File: config.mk
export PLATFORM = sky130hd
export DESIGN_NAME = seg_scan_capture
export DESIGN_NICKNAME = d
export VERILOG_FILES = /design/src/rtl/seg_scan_capture.sv
export SDC_FILE = /design/constraint.sdc
export NUM_CORES = 1
export LEC_CHECK = 0
export ABC_AREA = 0
export ABC_CLOCK_PERIOD_IN_PS = 2840
export CORE_MARGIN = 4
export CORE_UTILIZATION = 51
export CTS_BUF_LIST = sky130_fd_sc_hd__clkbuf_4 sky130_fd_sc_hd__clkbuf_8 sky130_fd_sc_hd__clkbuf_16
export DETAILED_ROUTE_END_ITERATION = 8
export GPL_ROUTABILITY_DRIVEN = 1
export PLACE_DENSITY = 0.79
export SLEW_MARGIN = 10
export SYNTH_ARGS = -nofsm -noshare
export SYNTH_HDL_FRONTEND = slang
export SYNTH_SLANG_ARGS = --single-unit
File: constraint.sdc
create_clock -name CLK -period 2.84 [get_ports CLK]
set_input_delay 0.426 -clock CLK [delete_from_list [all_inputs] [get_ports CLK]]
set_output_delay 0.426 -clock CLK [all_outputs]
set_load 0.02 [all_outputs]
File: src/rtl/seg_scan_capture.sv
// seg_scan_capture: passive monitor for a multiplexed, active-low 7-segment bus.
// It synchronizes SEG/DIGIT and waits for each digit slot to hold steady for
// SETTLE_CYCLES cycles. It then decodes the segment pattern back to a hex
// nibble and publishes a full 8-slot frame once every slot has been seen.
// Optional feature macro: SEG_SCAN_DP_EN. It captures and publishes the decimal
// points. When it is left undefined, SEG bit7 is ignored and DP_MASK reads 0.
module seg_scan_capture #(
    parameter int unsigned SETTLE_CYCLES = 16
) (
    input  logic        CLK,
    input  logic        RST_N,
    input  logic [7:0]  SEG,
    input  logic [7:0]  DIGIT,
    output logic [31:0] DIGITS,
    output logic [7:0]  ERR_MASK,
    output logic [7:0]  DP_MASK,
    output logic        FRAME_VALID
);

`ifdef SEG_SCAN_DP_EN
    localparam int SEG_W = 8;
`else
    localparam int SEG_W = 7;
`endif
    localparam int KEY_W = SEG_W + 8;

    localparam logic [15:0] SETTLE_LAST = 16'(SETTLE_CYCLES - 1);
    localparam logic [15:0] SETTLE_MAX  = 16'(SETTLE_CYCLES);

    typedef enum logic [1:0] {
        ST_IDLE    = 2'd0,
        ST_SETTLE  = 2'd1,
        ST_CAPTURE = 2'd2,
        ST_HOLD    = 2'd3
    } state_t;

    // Active-high gfedcba pattern to {error, nibble}.
    function automatic logic [4:0] seg_decode(input logic [6:0] seg_on);
        logic [4:0] res;
        case (seg_on)
            7'h3F:   res = 5'h00;
            7'h06:   res = 5'h01;
            7'h5B:   res = 5'h02;
            7'h4F:   res = 5'h03;
            7'h66:   res = 5'h04;
            7'h6D:   res = 5'h05;
            7'h7D:   res = 5'h06;
            7'h07:   res = 5'h07;
            7'h7F:   res = 5'h08;
            7'h6F:   res = 5'h09;
            7'h77:   res = 5'h0A;
            7'h7C:   res = 5'h0B;
            7'h39:   res = 5'h0C;
            7'h5E:   res = 5'h0D;
            7'h79:   res = 5'h0E;
            7'h71:   res = 5'h0F;
            default: res = 5'h10;
        endcase
        return res;
    endfunction

    // True when exactly one anode select is driven low.
    function automatic logic digit_valid(input logic [7:0] dig);
        logic res;
        case (dig)
            8'hFE, 8'hFD, 8'hFB, 8'hF7,
            8'hEF, 8'hDF, 8'hBF, 8'h7F: res = 1'b1;
            default:                    res = 1'b0;
        endcase
        return res;
    endfunction

    // Slot number selected by a valid active-low anode pattern.
    function automatic logic [2:0] slot_index(input logic [7:0] dig);
        logic [2:0] res;
        case (dig)
            8'hFE:   res = 3'd0;
            8'hFD:   res = 3'd1;
            8'hFB:   res = 3'd2;
            8'hF7:   res = 3'd3;
            8'hEF:   res = 3'd4;
            8'hDF:   res = 3'd5;
            8'hBF:   res = 3'd6;
            8'h7F:   res = 3'd7;
            default: res = 3'd0;
        endcase
        return res;
    endfunction

    logic [SEG_W-1:0] seg_s1_r, seg_s2_r;
    logic [7:0]       dig_s1_r, dig_s2_r;
    logic [KEY_W-1:0] key_s, key_prev_r;
    logic             changed_s, valid_s;
    logic [15:0]      cnt_r;
    state_t           state_r, state_nxt_s;
    logic             cap_en_s, cnt_clr_s;
    logic [2:0]       cap_slot_s;
    logic [4:0]       cap_dec_s;
    logic [7:0]       slot_bit_s;
    logic [31:0]      work_nib_r;
    logic [7:0]       work_err_r, seen_r;
    logic             pub_pend_r;

    assign key_s      = {seg_s2_r, dig_s2_r};
    assign changed_s  = (key_s != key_prev_r);
    assign valid_s    = digit_valid(dig_s2_r);
    // key_prev_r holds the value that was just proven stable, so capture from it.
    assign cap_slot_s = slot_index(key_prev_r[7:0]);
    assign cap_dec_s  = seg_decode(~key_prev_r[14:8]);
    assign slot_bit_s = 8'h01 << cap_slot_s;

    // Two-stage input synchronizer plus the previous-cycle copy used for change detection.
    always_ff @(posedge CLK) begin
        if (!RST_N) begin
            seg_s1_r   <= {SEG_W{1'b1}};
            seg_s2_r   <= {SEG_W{1'b1}};
            dig_s1_r   <= 8'hFF;
            dig_s2_r   <= 8'hFF;
            key_prev_r <= {KEY_W{1'b1}};
        end else begin
            seg_s1_r   <= SEG[SEG_W-1:0];
            seg_s2_r   <= seg_s1_r;
            dig_s1_r   <= DIGIT;
            dig_s2_r   <= dig_s1_r;
            key_prev_r <= key_s;
        end
    end

    // FSM state register.
    always_ff @(posedge CLK) begin
        if (!RST_N) begin
            state_r <= ST_IDLE;
        end else begin
            state_r <= state_nxt_s;
        end
    end

    // FSM next-state logic.
    always_comb begin
        state_nxt_s = state_r;
        case (state_r)
            ST_IDLE: begin
                if (valid_s) begin
                    state_nxt_s = ST_SETTLE;
                end else begin
                    state_nxt_s = ST_IDLE;
                end
            end
            ST_SETTLE: begin
                if (changed_s) begin
                    state_nxt_s = valid_s ? ST_SETTLE : ST_IDLE;
                end else if (cnt_r == SETTLE_LAST) begin
                    state_nxt_s = ST_CAPTURE;
                end else begin
                    state_nxt_s = ST_SETTLE;
                end
            end
            // A change seen during the capture cycle must not be lost to HOLD.
            ST_CAPTURE, ST_HOLD: begin
                if (changed_s) begin
                    state_nxt_s = valid_s ? ST_SETTLE : ST_IDLE;
                end else begin
                    state_nxt_s = ST_HOLD;
                end
            end
            default: state_nxt_s = ST_IDLE;
        endcase
    end

    // FSM outputs: slot write strobe and settle-counter control.
    always_comb begin
        cap_en_s  = 1'b0;
        cnt_clr_s = 1'b1;
        case (state_r)
            ST_SETTLE: begin
                cnt_clr_s = changed_s;
            end
            ST_CAPTURE: begin
                cap_en_s  = 1'b1;
            end
            default: begin
                cap_en_s  = 1'b0;
                cnt_clr_s = 1'b1;
            end
        endcase
    end

    // Settle counter: restarts on any change and saturates at SETTLE_CYCLES.
    always_ff @(posedge CLK) begin
        if (!RST_N) begin
            cnt_r <= 16'h0000;
        end else if (cnt_clr_s) begin
            cnt_r <= 16'h0000;
        end else if (cnt_r != SETTLE_MAX) begin
            cnt_r <= cnt_r + 16'h0001;
        end
    end

    // Working frame: slot write, seen tracking, and the frame-complete flag.
    always_ff @(posedge CLK) begin
        if (!RST_N) begin
            work_nib_r <= 32'h0000_0000;
            work_err_r <= 8'h00;
            seen_r     <= 8'h00;
            pub_pend_r <= 1'b0;
        end else begin
            pub_pend_r <= 1'b0;
            if (pub_pend_r) begin
                seen_r <= 8'h00;
            end
            if (cap_en_s) begin
                work_nib_r[{cap_slot_s, 2'b00} +: 4] <= cap_dec_s[3:0];
                work_err_r[cap_slot_s]               <= cap_dec_s[4];
                seen_r                               <= seen_r | slot_bit_s;
                pub_pend_r                           <= ((seen_r | slot_bit_s) == 8'hFF);
            end
        end
    end

    // Published frame: copied from the working registers one cycle after completion.
    always_ff @(posedge CLK) begin
        if (!RST_N) begin
            DIGITS      <= 32'h0000_0000;
            ERR_MASK    <= 8'h00;
            FRAME_VALID <= 1'b0;
        end else begin
            FRAME_VALID <= pub_pend_r;
            if (pub_pend_r) begin
                DIGITS   <= work_nib_r;
                ERR_MASK <= work_err_r;
            end
        end
    end

`ifdef SEG_SCAN_DP_EN
    logic [7:0] work_dp_r, dp_out_r;

    // Decimal-point working bits and their published copy.
    always_ff @(posedge CLK) begin
        if (!RST_N) begin
            work_dp_r <= 8'h00;
            dp_out_r  <= 8'h00;
        end else begin
            if (cap_en_s) begin
                work_dp_r[cap_slot_s] <= ~key_prev_r[15];
            end
            if (pub_pend_r) begin
                dp_out_r <= work_dp_r;
            end
        end
    end

    assign DP_MASK = dp_out_r;
`else
    assign DP_MASK = 8'h00;
`endif

endmodule

==> results by stage, run 1 <==
Outcome:
- The flow ran to the end, and the final reports show no timing, DRC or antenna violations.

Clock tree:
- The longest clock path from root to sink contains 2 buffers.
- The post-cts hold buffer count is 0.
- The depth of the CTS H-tree is 4.
- In this run, CTS created clock tree buffers numbering 17.
- The count of clock tree sinks is 153.
- The library cell used as clock root buffer is sky130_fd_sc_hd__clkbuf_16.
- The number of buffers inserted to repair setup after CTS is 0.
- The clock transition at the register clock pins on the worst setup and hold paths after CTS is 60 ps.
- The worst-skew pair later-pin latency is 420 ps.
- TritonCTS built the clock tree.

Route:
- The detailed router placed roughly 4.7k vias in this run.
- The DRC violation count after routing is 0.
- The final layout contains routed wiring with a total length of 12,700 um.
- The via density per instance is ~5.2.
- The detailed router finished its first iteration with 280 violations.
- The total iterations of the first detailed-routing run is 4.
- The number of antenna-violating nets in the routed design is 0.
- After detailed routing, the average wire length per cell comes to 14.2 um.

Yosys:
- The cell type with the highest aggregate area in the netlist is sky130_fd_sc_hd__dfxtp_1.
- The mean instance size in the synthesized netlist is 9.66 sq um.
- In the post-synthesis netlist, the cell with the most instances is sky130_fd_sc_hd__dfxtp_1.
- Synthesis produced a netlist whose cell count is 672.
- Counting instances in the post-synthesis netlist gives the leading cell types as sky130_fd_sc_hd__dfxtp_1, sky130_fd_sc_hd__mux2i_1, sky130_fd_sc_hd__nand2_1, sky130_fd_sc_hd__nor2b_1, sky130_fd_sc_hd__nand2b_1.
- Yosys printed 0 warnings.
- The synthesized design contains 153 register bits.
- The share of the Yosys chip area taken by registers is 0.472.
- The unique cell type count in the Yosys netlist is 53.
- Counting flops with a built-in enable in the synthesized netlist gives 0.
- Counting flops with an async set or reset pin after synthesis yields a share of 0.
- The synthesized cell area is 6490 sq um.
- The commonest register cell after synthesis is sky130_fd_sc_hd__dfxtp_1.
- By area the synthesized netlist is led by sky130_fd_sc_hd__dfxtp_1, sky130_fd_sc_hd__mux2i_1, sky130_fd_sc_hd__nor2b_1, sky130_fd_sc_hd__nand2b_1, sky130_fd_sc_hd__nand2_1.
- Of the post-synthesis cell area, the dominant cell type holds 0.472.

Global route:
- Global routing finished with a remaining overflow of 0.
- The met2 demand-to-capacity share in global routing is 0.306.
- The first-pass GRT wire length is 21,600 um.
- The most used routing layer is met2.
- For this run, the total global-route usage over all layers was measured as 0.182.
- The number of global-route vias before repair was approximately 4.5k.
- Entering global routing, the biggest net connects 51 pins.
- The initial antenna violation count is 0.
- The met3 usage in global routing is 0.0529.
- For this run, global-route usage on met1 was measured as 0.217.

Placed design:
- The final RePlAce weighted congestion is 0.862.
- OpenSTA, run right after detailed placement, puts the worst setup slack at 68.7 ps.
- The HPWL after detailed placement is 9100 um.
- The number of buffers added on ports is 57.

Finish:
- In the final layout, flip-flops and latches occupy 3070 sq um.
- The growth of design area from synthesis to finish is 19.4%.
- The number of antenna diodes in the final layout is 0.
- In the final layout, the share of cells above drive strength 1 is 0.0852.
- Fill cells in the final layout number 1,021.
- The net count of the finished layout is approximately 740.
- Summing all multi-input logic gate instances after layout gives 3200 sq um.

Job:
- Across the run, the number of max-cap violations was 0.

Timing:
- The relative max-transition margin is 0.543.
- The final setup violation count is 0.
- The max-slew violation count is 0.
- The final worst-path setup slack is 146 ps.
- Adding up every negative setup slack in the final design gives 0 ps.
- For the pin with the worst max-slew slack, the measured transition is 686 ps.
- The minimum clock period is between 2000 and 3000 ps.
- The final hold violation count is 0.
- The ratio of final minimum period to clock period is 0.948.
- Clock skew on the completed layout was measured at 11.7 ps.
- The peak clock frequency supported by timing is 371 MHz.

Critical path:
- The cell family contributing the most delay on the critical path is simple AND/OR/NAND/NOR gates.
- For this design, the slowest cell found on the critical path is sky130_fd_sc_hd__or4_4.
- The most numerous cell on the critical path is sky130_fd_sc_hd__ha_1.
- For the worst setup path, the data arrival time is 2990 ps.
- The endpoint class of the critical path is a flop.
- At the worst endpoint, the required time is 3130 ps.
- On the worst path, the slowest cell contributes a delay of 490 ps.
- Of all nets on the critical path, the largest fanout is 6.
- The critical path goes through xnor2_1 > nor3_2 > nor2_1 > ha_1 > ha_1 > nor2b_1 > nand2_1 > or4_4 > mux2i_1.
- The element type at the critical path start is a flop.
- The buffers plus inverters on the worst setup path is 0.
- The worst-case reg-to-reg path depth is 9.
- In this run the register-to-register setup slack is 150 ps.
- In this run the critical register-to-register path is launched from key_prev_r[7].
- The worst register-to-register path ends at work_nib_r[17].
- The critical path crosses 9 cells after its start point.
- The critical path is of the flop to flop type.

Worst hold path:
- The path with the worst hold slack has its endpoint at key_prev_r[9].
- The source of the worst hold timing path is RST_N.
- The path class of the tightest hold or removal check is primary input to flop.
- Counting instances, the worst hold path has a depth of 2.

Floorplanning:
- The number of standard-cell rows in the floorplan is 40.
- The die area is 14,600 sq um.
- The die extent in x is around 120 um.
- In this run the standard cell core region covers 12,200 sq um.
- 67 I/O pins were placed.
- The starting density of the core is 0.532.
- In this run the vertical extent of the chip is approximately 120 um.

Power:
- The worst-case IR drop observed on VDD is slightly above 0.4 mV.
- The post-layout total power is 0.00461 W.
- For this design the static power due to leakage is 2.76 nW.
- The power density over the cells is 595 nW/um^2.
==> stage by stage <==
step / area, sq um / hold slack [ps] / std cells / utilization
2_1_floorplan: 6520 / 386 / 679 / -
6_report: 7750 / 291 / 896 / 0.635
3_3_place_gp: 7150 / 395 / 865 / 0.585
5_1_grt: 7750 / 284 / 896 / 0.635
4_1_cts: 7730 / 269 / 896 / 0.633
3_5_place_dp: 7150 / 394 / 865 / 0.585
==> registers in the layout, indices dropped and copies added, names as in the netlist <==
register and count:
key_prev_r 15, dig_s2_r 8, seg_s1_r 7, FRAME_VALID 1
pub_pend_r 1, state_r 2, dig_s1_r 8, cnt_r 16
work_nib_r 32, DIGITS 32, work_err_r 8, seg_s2_r 7
ERR_MASK 8, seen_r 8
==> power by group <==
part	switching [W]	internal, W
clock	0.000839	0.00134
sequential	0.0000294	0.00217
combinational	0.000128	0.000100
==> worst register-to-register path: cells and delay by family (launching register included) <==
kind / cells / cell delay [ps]
multiplexers: 1 / 150
adder cells (fa/ha/maj): 2 / 540
XOR/XNOR: 1 / 200
flip-flops: 1 / 450
AND/OR/NAND/NOR: 5 / 1230
==> routing by layer <==
metal  part of all wire  up-vias
met2               0.49      122
met3              0.047       20
met4              0.021        0
met5                  0        -
met1               0.44     2184
li1                   -     2376
==> worst max-delay path by stage <==
| stage | slack (ps) | endpoint | startpoint |
|---|---|---|---|
| after floorplan | 150 | work_nib_r[19] | key_prev_r[7] |
| after global placement | 170 | work_nib_r[16] | key_prev_r[3] |
| after detailed placement | 70 | work_nib_r[17] | key_prev_r[3] |
| after CTS | 50 | work_nib_r[17] | key_prev_r[3] |
| after global routing | -30 | work_nib_r[16] | key_prev_r[0] |
| final | 150 | work_nib_r[17] | key_prev_r[7] |
==> cell type report <==
cell class | count | area share
clock buffer | 20 | 0.0594
clock inverter | 11 | 0.0158
inverter | 8 | 0.00388
multi-input combinational | 467 | 0.413
sequential | 153 | 0.396
tap | 168 | 0.0271
timing repair buffer | 69 | 0.0849
==> layout by cell type (no fill, tap or decap), types with 5 or more instances in the layout <==
cell type                         count
sky130_fd_sc_hd__dfxtp_1            147
sky130_fd_sc_hd__mux2i_1             75
sky130_fd_sc_hd__nand2_1             69
sky130_fd_sc_hd__clkdlybuf4s50_1     56
sky130_fd_sc_hd__nor2b_1             55
sky130_fd_sc_hd__nand2b_1            49
sky130_fd_sc_hd__nor2_1              31
sky130_fd_sc_hd__xor2_1              20
sky130_fd_sc_hd__nand3_1             18
sky130_fd_sc_hd__clkbuf_16           17
sky130_fd_sc_hd__xnor2_1             13
sky130_fd_sc_hd__nand4_1             13
sky130_fd_sc_hd__buf_4               13
sky130_fd_sc_hd__o21ai_0             10
sky130_fd_sc_hd__a32oi_1             10
sky130_fd_sc_hd__nor4_1               9
sky130_fd_sc_hd__nand4b_1             8
sky130_fd_sc_hd__ha_1                 8
sky130_fd_sc_hd__conb_1               8
sky130_fd_sc_hd__inv_1                7
sky130_fd_sc_hd__a21oi_1              7
sky130_fd_sc_hd__dfxtp_2              6
sky130_fd_sc_hd__o211ai_1             5
==> cell families (layout without fill, tap and decap cells) <==
kind of cell | Yosys count | after routing | share of synthesized area
buf+inv | 59 | 108 | 0.0418
other cells | 1 | 8 | 0.000578
xor+xnor | 33 | 33 | 0.0445
fa+ha+maj | 8 | 8 | 0.0154
compound gates | 52 | 52 | 0.0617
flops | 153 | 153 | 0.472
mux | 75 | 75 | 0.116
simple gates | 291 | 291 | 0.248
==> repair_timing <==
| action | CTS | global route |
|---|---|---|
| gates resized for setup | 0 | 8 |
| endpoints found under the hold margin | 0 | 0 |
| setup endpoints to repair | 0 | 12 |
Power figures use the tool's default switching activity.
==> inputs of run 2 (changes only) <==
- CELL_PAD_IN_SITES_DETAIL_PLACEMENT: unset -> 0
- CELL_PAD_IN_SITES_GLOBAL_PLACEMENT: unset -> 1
- CORE_UTILIZATION: 51 -> 40
- CTS_BUF_LIST: sky130_fd_sc_hd__clkbuf_4 sky130_fd_sc_hd__clkbuf_8 sky130_fd_sc_hd__clkbuf_16 -> sky130_fd_sc_hd__clkbuf_8 sky130_fd_sc_hd__clkbuf_16
- CTS_CLUSTER_DIAMETER: unset -> 150
==> results by stage, run 2 (synthesized netlist as in run 1, its figures left out) <==
Outcome:
- The flow ran to the end, and the final reports show no timing, DRC or antenna violations.

Global route:
- The overall fraction of global-route tracks in use was 0.151 (-0.0313).
- The number of global-route vias before repair is 4,656 (+2.4%).
- The remaining global-route overflow is 0 (unchanged).
- The largest net degree at the start of global routing is 58 (+14%).
- The first-pass GRT wire length is 22,400 um (+3.7%).
- The initial antenna violation count is 0 (unchanged).

Critical path:
- The maximum fanout encountered on the critical timing path was 6 (unchanged).
- The worst-case reg-to-reg path depth was 9 (unchanged).
- The stage delay of the slowest cell on the critical path is 380 ps (-110 ps).
- The startpoint identified for the worst register-to-register timing path is key_prev_r[6].
- For this design, the slowest cell found on the critical path is sky130_fd_sc_hd__dfxtp_1.
- The endpoint of the most critical setup path is work_nib_r[25].
- The setup slack of the worst register-to-register path is 320 ps (+170 ps).
- The data arrival time of the critical path is 2860 ps (-130 ps).
- The worst setup path is of the flop to flop kind.
- Traced cell by cell, the critical path runs through xnor2_1 > nor3_2 > nor2_1 > ha_1 > ha_1 > nand3b_1 > nor4_2 > buf_4 > mux2i_1.
- The critical path starts at key_prev_r[6].
- The data required time of the critical path is 3180 ps (+50 ps).
- STA classifies the critical path startpoint as a flop.
- The endpoint class of the critical path is a flop.
- The endpoint identified for the worst register-to-register timing path is work_nib_r[25].
- The most numerous cell on the critical path is sky130_fd_sc_hd__ha_1.

Power:
- The combinational power share is 0.051 (+0.002).
- The switching power as a share of total power came to 0.230 (+0.0136).
- The part of the total power dissipated in the clock network is 0.461 (-0.012).
- The sequential group share of total power is 0.487 (+0.009).
- The maximum resistive drop on vdd is 0.430 mV (+5.0%).
- The net switching power figure is 0.00104 W (+4.2%).
- The power density over the cells was 580 nW/um^2 (-2.5%).
- The internal portion of total power is 0.00348 W (-3.7%).
- The static leakage power came to 2.76 nW (+0.21%).

Route:
- The number of antenna-violating nets in the routed design is 0 (unchanged).
- The total vias in the final route is 4,667 (-0.74%).
- The total iterations of the first detailed-routing run is 5 (+1).
- The total wirelength of the detailed-routed design is 13,100 um (+3.0%).
- The via density per instance is 4.93 (-6.1%).
- The routed wire length per instance was 13.8 um (-2.6%).
- The DRC violation count after routing is 0 (unchanged).
- The iteration-0 DRC count of the detailed router is 205 (-27%).

Clock tree:
- The count of clock tree sinks is 153 (unchanged).
- The number of buffers inserted to repair setup after CTS is 0 (unchanged).
- The clock transition at the register clock pins on the worst setup and hold paths after CTS was 60 ps (about the same).
- The library cell used as clock root buffer is sky130_fd_sc_hd__clkbuf_16.
- The deepest clock path buffer count was 2 (unchanged).
- The CTS tree is built.
- The clock buffer count from CTS is 17 (unchanged).
- The depth of the CTS H-tree is 4 (unchanged).
- The worst-skew pair later-pin latency is 420 ps (about the same).

Floorplanning:
- The y dimension of the die came to 135 um (+12%).
- The die extent in x is 135 um (+12%).
- The starting density of the core is 0.409 (-0.123).
- The die area is 18,300 sq um (+26%).
- The number of top-level pins was 67 (unchanged).
- The core footprint is 15,900 sq um (+30%).
- The number of standard-cell rows in the floorplan is 46 (+15%).

Timing:
- Setup repair after global routing left no endpoint under its margin.
- The final setup TNS is 0 ps (unchanged).
- The peak clock frequency supported by timing is 396 MHz (+6.7%).
- The minimum clock period was 2520 ps (-169 ps).
- The final setup violation count is 0 (unchanged).
- The max-slew violation count was 0 (unchanged).
- The setup clock skew after layout was 8.83 ps (-2.91 ps).
- The final hold violation count came to 0 (unchanged).
- The ratio of final minimum period to clock period is 0.889 (-0.0596).
- The transition at the pin with the smallest max-transition slack is 640 ps (-46.4 ps).
- The relative max-transition margin is 0.574 (+0.0309).
- The worst hold slack is 321 ps (+29.8 ps).

Finish:
- The net count of the finished layout is 744 (+0.27%).
- The leading cell type in the layout, fill and taps excluded is sky130_fd_sc_hd__dfxtp_1.
- The library cells used most frequently in the layout, excluding fill and tap cells, are sky130_fd_sc_hd__dfxtp_1, sky130_fd_sc_hd__mux2i_1, sky130_fd_sc_hd__nand2_1, sky130_fd_sc_hd__clkdlybuf4s50_1, sky130_fd_sc_hd__nor2b_1.
- The largest registers in the layout are DIGITS: 32 flops, work_nib_r: 32 flops, cnt_r: 16 flops.
- The diode insertion count for antenna repair is 0 (unchanged).
- The area of all placed cells without fillers was 7790 sq um (+0.55%).
- The count of non-filler cells in the finished layout is 947 (+5.7%).
- The final design utilization was 0.490 (-0.144).
- The fraction of final layout cells sized beyond drive strength 1 is 0.0862 (+0.00102).
- Compared with the post-synthesis result, the final layout area differs by 20.0%.

Placed design:
- The number of buffers added on ports was 57 (unchanged).
- The final RePlAce weighted congestion is 0.835 (-3.1%).
- The area after detailed placement is 7220 sq um (+1.1%).
- The number of placed cells counting well taps is 915 (+5.8%).
- The HPWL after detailed placement came to 9410 um (+3.3%).

Job:
- The number of maximum-capacitance violations is 0 (unchanged).

Worst hold path:
- The path class of the tightest hold or removal check is primary input to flop.
-- run 2: critical path, delay by kind of cell (launching register included) --
family / cells / cell delay, ps
and+or+nand+nor: 4 / 840
DFF: 1 / 380
adders and majority gates: 2 / 490
xor gates and xnor gates: 1 / 370
muxes: 1 / 190
buffers and inverters: 1 / 190
-- run 2: what timing repair did --
| action | in CTS | in global routing |
|---|---|---|
| endpoints found under the setup margin | 0 | 15 |
| resized for setup | 0 | 6 |
| hold buffers | 0 | 0 |
-- run 2: power by group through the flow --
stage,registers (W),logic (W),clock network [W]
global placement,0.00225,0.000227,0
CTS,0.00220,0.000232,0.00215
finish,0.00220,0.000232,0.00209
floorplan,0.00223,0.000181,0
global route,0.00221,0.000261,0.00226
detailed placement,0.00225,0.000231,0
-- run 2: worst min-delay path by stage --
stage,to,slack [ps],start,cells past startpoint
global placement,dig_s2_r[4],400,dig_s1_r[4],1
CTS,key_prev_r[9],300,RST_N,2
global route,key_prev_r[12],320,RST_N,2
finish,key_prev_r[3],320,RST_N,2
detailed placement,dig_s2_r[2],400,dig_s1_r[2],1
floorplan,dig_s2_r[0],390,dig_s1_r[0],1
-- run 2: per-stage QoR --
stage	total power, W	setup slack, ps
2_1_floorplan	0.00241	152
3_3_place_gp	0.00247	180
3_5_place_dp	0.00248	130
4_1_cts	0.00458	112
5_1_grt	0.00472	68.3
6_report	0.00452	316
-- run 2: cell type report --
cell class | instances | area (sq um)
fill | 1481 | 8090
multi-input combinational | 467 | 3200
sequential | 153 | 3070
timing repair buffer | 71 | 673
clock buffer | 17 | 425
tap | 216 | 270
clock inverter | 15 | 128
inverter | 8 | 30.0
-- run 2: routing by layer --
metal	part of all wire	global-route usage	up-vias
met5	0	0	-
met4	0.0078	0.0476	0
met3	0.039	0.0442	9
met2	0.49	0.254	94
met1	0.46	0.186	2176
li1	-	-	2388
